--- src/rtl/skolem_checker_xor_4_3.sv ---
// Exhaustive checker for a 4-in/3-out Skolem candidate of the XOR relation:
// sweeps x = 0..15 and checks parity(y) == parity(x) after a settle delay.
module skolem_checker_xor_4_3 #(
  parameter int SETTLE       = 1,
  parameter bit STOP_ON_FAIL = 1'b0
) (
  input  logic       clk,
  input  logic       rst,
  input  logic       start,
  output logic [3:0] x_out,
  input  logic [2:0] y_in,
  output logic       busy,
  output logic       done,
  output logic       pass,
  output logic [4:0] fail_count,
  output logic       cex_valid,
  output logic [3:0] cex_x,
  output logic [2:0] cex_y
);

  localparam logic [1:0] ST_IDLE   = 2'd0;
  localparam logic [1:0] ST_SETTLE = 2'd1;
  localparam logic [1:0] ST_SAMPLE = 2'd2;
  localparam logic [1:0] ST_FIN    = 2'd3;

  localparam logic [3:0] SETTLE_LAST = 4'(SETTLE - 1);

  logic [1:0] state_reg;
  logic [3:0] settle_cnt_reg;
  logic       vec_fail;

  assign vec_fail = (^y_in) != (^x_out);
  assign busy     = (state_reg == ST_SETTLE) || (state_reg == ST_SAMPLE);
  assign done     = (state_reg == ST_FIN);

  always_ff @(posedge clk or posedge rst) begin
    if (rst) begin
      state_reg      <= ST_IDLE;
      settle_cnt_reg <= 4'd0;
      x_out          <= 4'd0;
      pass           <= 1'b0;
      fail_count     <= 5'd0;
      cex_valid      <= 1'b0;
      cex_x          <= 4'd0;
      cex_y          <= 3'd0;
    end else begin
      case (state_reg)
        ST_IDLE: begin
          if (start) begin
            state_reg      <= ST_SETTLE;
            settle_cnt_reg <= 4'd0;
            x_out          <= 4'd0;
            pass           <= 1'b0;
            fail_count     <= 5'd0;
            cex_valid      <= 1'b0;
          end
        end
        ST_SETTLE: begin
          if (settle_cnt_reg == SETTLE_LAST) begin
            settle_cnt_reg <= 4'd0;
            state_reg      <= ST_SAMPLE;
          end else begin
            settle_cnt_reg <= settle_cnt_reg + 4'd1;
          end
        end
        ST_SAMPLE: begin
          if (vec_fail) begin
            if (fail_count != 5'd16) begin
              fail_count <= fail_count + 5'd1;
            end
            // Only the first failing vector is kept as the counterexample.
            if (!cex_valid) begin
              cex_valid <= 1'b1;
              cex_x     <= x_out;
              cex_y     <= y_in;
            end
          end
          if ((x_out == 4'd15) || (STOP_ON_FAIL && vec_fail)) begin
            state_reg <= ST_FIN;
          end else begin
            x_out     <= x_out + 4'd1;
            state_reg <= ST_SETTLE;
          end
        end
        default: begin
          pass      <= (fail_count == 5'd0);
          state_reg <= ST_IDLE;
        end
      endcase
    end
  end

endmodule

--- config.mk ---
export PLATFORM = sky130hd
export DESIGN_NAME = skolem_checker_xor_4_3
export DESIGN_NICKNAME = d
export VERILOG_FILES = /design/src/rtl/skolem_checker_xor_4_3.sv
export SDC_FILE = /design/constraint.sdc
export NUM_CORES = 1
export LEC_CHECK = 0
export BUFFER_PORTS_ARGS = -buffer_cell sky130_fd_sc_hd__buf_4
export CAP_MARGIN = 5
export CORE_ASPECT_RATIO = 0.8
export CORE_MARGIN = 5
export CORE_UTILIZATION = 40
export CTS_BUF_LIST = sky130_fd_sc_hd__clkbuf_4 sky130_fd_sc_hd__clkbuf_8 sky130_fd_sc_hd__clkbuf_16
export DETAILED_ROUTE_END_ITERATION = 6
export GPL_TIMING_DRIVEN = 1
export PLACE_DENSITY_LB_ADDON = 0.3
export SYNTH_ARGS = -nofsm -noshare
export SYNTH_HDL_FRONTEND = slang
export SYNTH_SLANG_ARGS = --single-unit
--- constraint.sdc ---
create_clock -name clk -period 2.15 [get_ports clk]
set_input_delay 0.3225 -clock clk [delete_from_list [all_inputs] [get_ports clk]]
set_output_delay 0.3225 -clock clk [all_outputs]
set_load 0.01 [all_outputs]
==> results.md <==
- The repair_antennas step left the layout with diodes totalling 0.
- Post-CTS repair changed the size of 0 cells.
- In the post-synthesis netlist, the biggest area contributors are dfrtp_1 (42%), ha_1 (9.6%), mux2_4 (7.3%).
- The signal on the critical path passes through ha_1, xnor3_2, xnor2_4, nand3b_4, mux2_4.
- Of all flip-flops after synthesis, the portion carrying an async set or reset was 1.000.
- In this run the vertical extent of the chip is 63.53 um.
- In this run the post-CTS setup repair buffer count came out at 0.
- The final critical-path share of the clock period is 0.9358.
- In this run the count of I/O pins placed on the die edge is 26.
- The floorplan step set the die width to 76.91 um.
- For met2 alone, demand over resource in global routing was 0.2013.
- Entering global routing, the biggest net connects 25 pins.
- The most instantiated library cell after synthesis is dfrtp_1.
- The synthesized instance count is 136.
- The cell row count is 19.
- The number of antenna violations at the first check in global routing is 0.
- The root buffer cell chosen for the clock tree is clkbuf_8.
- In the final layout, the share of cells above drive strength 1 is 0.2917.
- The port buffer count is 25.
- The number of enable-type register cells in the synthesized netlist is 0.
- The synthesized net count is 153.
- The area share of the largest cell type after synthesis is 0.4192.
- The initial core utilization is 0.4156.
- The dominant synthesized flop cell is dfrtp_1.
- On the worst path, the slowest cell contributes a delay of 440 ps.
- The worst path required time is 2310 ps.
- For this run, the number of Yosys warnings is 0.
- The compound-cell area share of the yosys netlist is 0.1362.
- The synthesized design spends more area on one cell type than any other, namely dfrtp_1.
- The area of the placeable core is 3447 um2.
- Routability-driven placement finished with a final weighted congestion of 0.8412.
- The net total in the final layout is 186.
- The average wire length per cell after detail routing is 14.34 um.
- The number of routed nets with antenna violations is 0.
- The number of remaining DRC errors is 0.
- The element type at the critical path end is a flop.
- After synthesis the netlist holds a flip-flop and latch count of 24.
- In this run the most used layer during global routing was met2.
- Setup repair after global routing left no endpoint under its margin.
- Once layout is complete, the cells apart from fillers number 210.
- Dividing the detail-routed via count by the number of cells gives 5.324.
- The number of cells in the design after placement is 206.
- Of the post-synthesis cell area, the part taken by muxes is 0.08035.
- For this design, the slowest cell found on the critical path is xnor3_2.
- Global routing finished with a remaining overflow of 0.
- The floorplan die area is 4886 um2.
- Summing all placed instances gives a cell area of 1705 um2.
- The total negative setup slack is 0 ps.
- The upper clock frequency limit is 497.0 MHz.
- The first global-routing pass estimated 5271 um of wire.
- The total power is 1959 uW.
- By count the netlist is led by dfrtp_1 (24), nand2_1 (13), o21ai_0 (12).
- The share of synthesized cell area in full adder, half adder and majority cells is 0.09607.
- Power spread over the standard cell area amounts to 1108 nW/um2.
- In this run, distinct cell masters in the synthesized netlist total 35.
- The maximum vdd drop is 0.6978 mV.
- The summed area of non-filler cells in the final layout is 1768 um2.
- Hold is met by 92.14 ps.
- The total routing resource utilization after global routing is 0.1318.
- The placed wire-length estimate after detailed placement is 2226 um.
- The final clock skew is 1.309 ps.
- Headroom to the max-slew limit came out at 0.6880.
- The global-route met1 utilization is 0.1768.
- CTS built an H-tree with a depth of 1.
- The launching element type of the critical path is a flop.
- The number of flip-flops under the largest register name is 5.
- The data arrival at the endpoint of the critical path is 2170 ps.
- The shortest period the worst path allows is 2012 ps.
- The worst setup path is of the reg2reg kind.
- fail_count holds more flip-flops than any other register.
- The number of hold buffers added after CTS is 0.
- The final hold violation count was 0.
- The transition at the pin with the smallest max-transition slack is 463.1 ps.
- The reported max-cap violation count is 0.
- In this run the cell area of the synthesized design comes to 1433 um2.
- The global routing usage on met3 is 0.04416.
- The xor and xnor area share after synthesis is 0.05328.
- The area growth from synthesis to layout is 23.41%.
- The final-report max-slew violation count is 0.
- The total clock buffers created by CTS is 3.
- TritonCTS built the clock tree.
- The first routing iteration left 64 violations.
- The total iterations of the first detailed-routing run is 4.
- The clock latency on the worst-skew pair is 270 ps.
- The total routed wirelength is 3012 um.
- In this run the worst hold path is classified as in2async.
- The via count of the first global-routing pass came to 1145.
- The share of the yosys chip area belonging to registers is 0.4192.
- After synthesis, the largest family of logic cells by area is simple AND/OR/NAND/NOR gates.
- The flow ran to the end, and the final reports show no timing, DRC or antenna violations.
- Clock-pin slew was measured on the worst setup and hold paths at 90 ps.
- Along the worst path, the maximum fanout reaches 7.
- The per-instance average area after synthesis is 10.53 um2.
- Of the total synthesized cell area, the portion taken by AND, OR, NAND and NOR gates is 0.1825.
- Summed over all cells, the static leakage comes to 0.0008831 uW.
- The count of vias placed by the detailed router is 1118.
- The number of buffers on the longest clock path is 2.
- The clock drives 24 sinks.
- Setup violations remaining at the end of the flow were counted as 0.
-- layout make-up --
type                       count  area, um2
sequential                    24      600.6
tap                           42      52.55
inverter                       9      33.78
timing repair buffer          31      232.7
clock buffer                   4      55.05
fill                         313       1679
multi-input combinational    100      793.3
-- where the power goes --
group | internal [uW] | switching [uW] | total, uW
sequential | 551 | 105 | 656
combinational | 485 | 504 | 989
clock | 164 | 150 | 314
total | 1200 | 760 | 1960
-- layer usage --
metal	share of wire	wire length, um
met5	0	0
met4	0.010	31
met2	0.46	1385
met3	0.050	151
met1	0.48	1444
-- worst max-delay path, delay by kind of cell, from the launching register on --
kind / cells / cell delay (ps)
xor+xnor: 2 / 630
fa+ha+maj: 1 / 310
simple gates: 1 / 190
flops: 1 / 430
mux: 1 / 340
-- metrics by stage --
step | util | setup slack (ps)
2_1_floorplan | - | 137.3
3_3_place_gp | 0.4947 | 148.0
3_5_place_dp | 0.4947 | 109.4
4_1_cts | 0.5107 | 86.63
5_1_grt | 0.5129 | 92.79
6_report | 0.5129 | 137.9
-- cells in the final DEF (no fill, tap or decap), drive strengths merged, types with 2 or more instances in the layout --
master and instances:
a21oi 4, a221o 3, and2 2, buf 31, clkbuf 4, dfrtp 24
ha 11, inv 9, mux2 7, nand2 13, nand2b 4, nand3 7
nand3b 3, nor2 8, nor2b 2, nor3 3, nor3b 3, o21ai 12
o31ai 3, xor2 2
-- kinds of logic after synthesis --
family / Yosys count
AND/OR/NAND/NOR: 48
AO/OA/AOI/OAI: 29
flip-flops: 24
buffers and inverters: 12
adder cells (fa/ha/maj): 11
multiplexers: 8
XOR/XNOR: 4
-- path summary, 6_finish.rpt --
kind / from / to / slack, ps / cells past startpoint
setup reg to reg: x_out[3]$_DFFE_PP0P_ / cex_y[2]$_DFFE_PP0P_ / 140 / 5
min in group clk: y_in[2] / cex_y[2]$_DFFE_PP0P_ / 300 / 2
hold / removal: rst / settle_cnt_reg[0]$_DFFE_PP0P_ / 90 / 3
setup / recovery: x_out[3]$_DFFE_PP0P_ / cex_y[2]$_DFFE_PP0P_ / 140 / 5
hold reg to reg: settle_cnt_reg[3]$_DFFE_PP0P_ / settle_cnt_reg[3]$_DFFE_PP0P_ / 500 / 1
max in group asynchronous: rst / cex_x[0]$_DFFE_PP0P_ / 1820 / 3
Power figures use the tool's default switching activity.
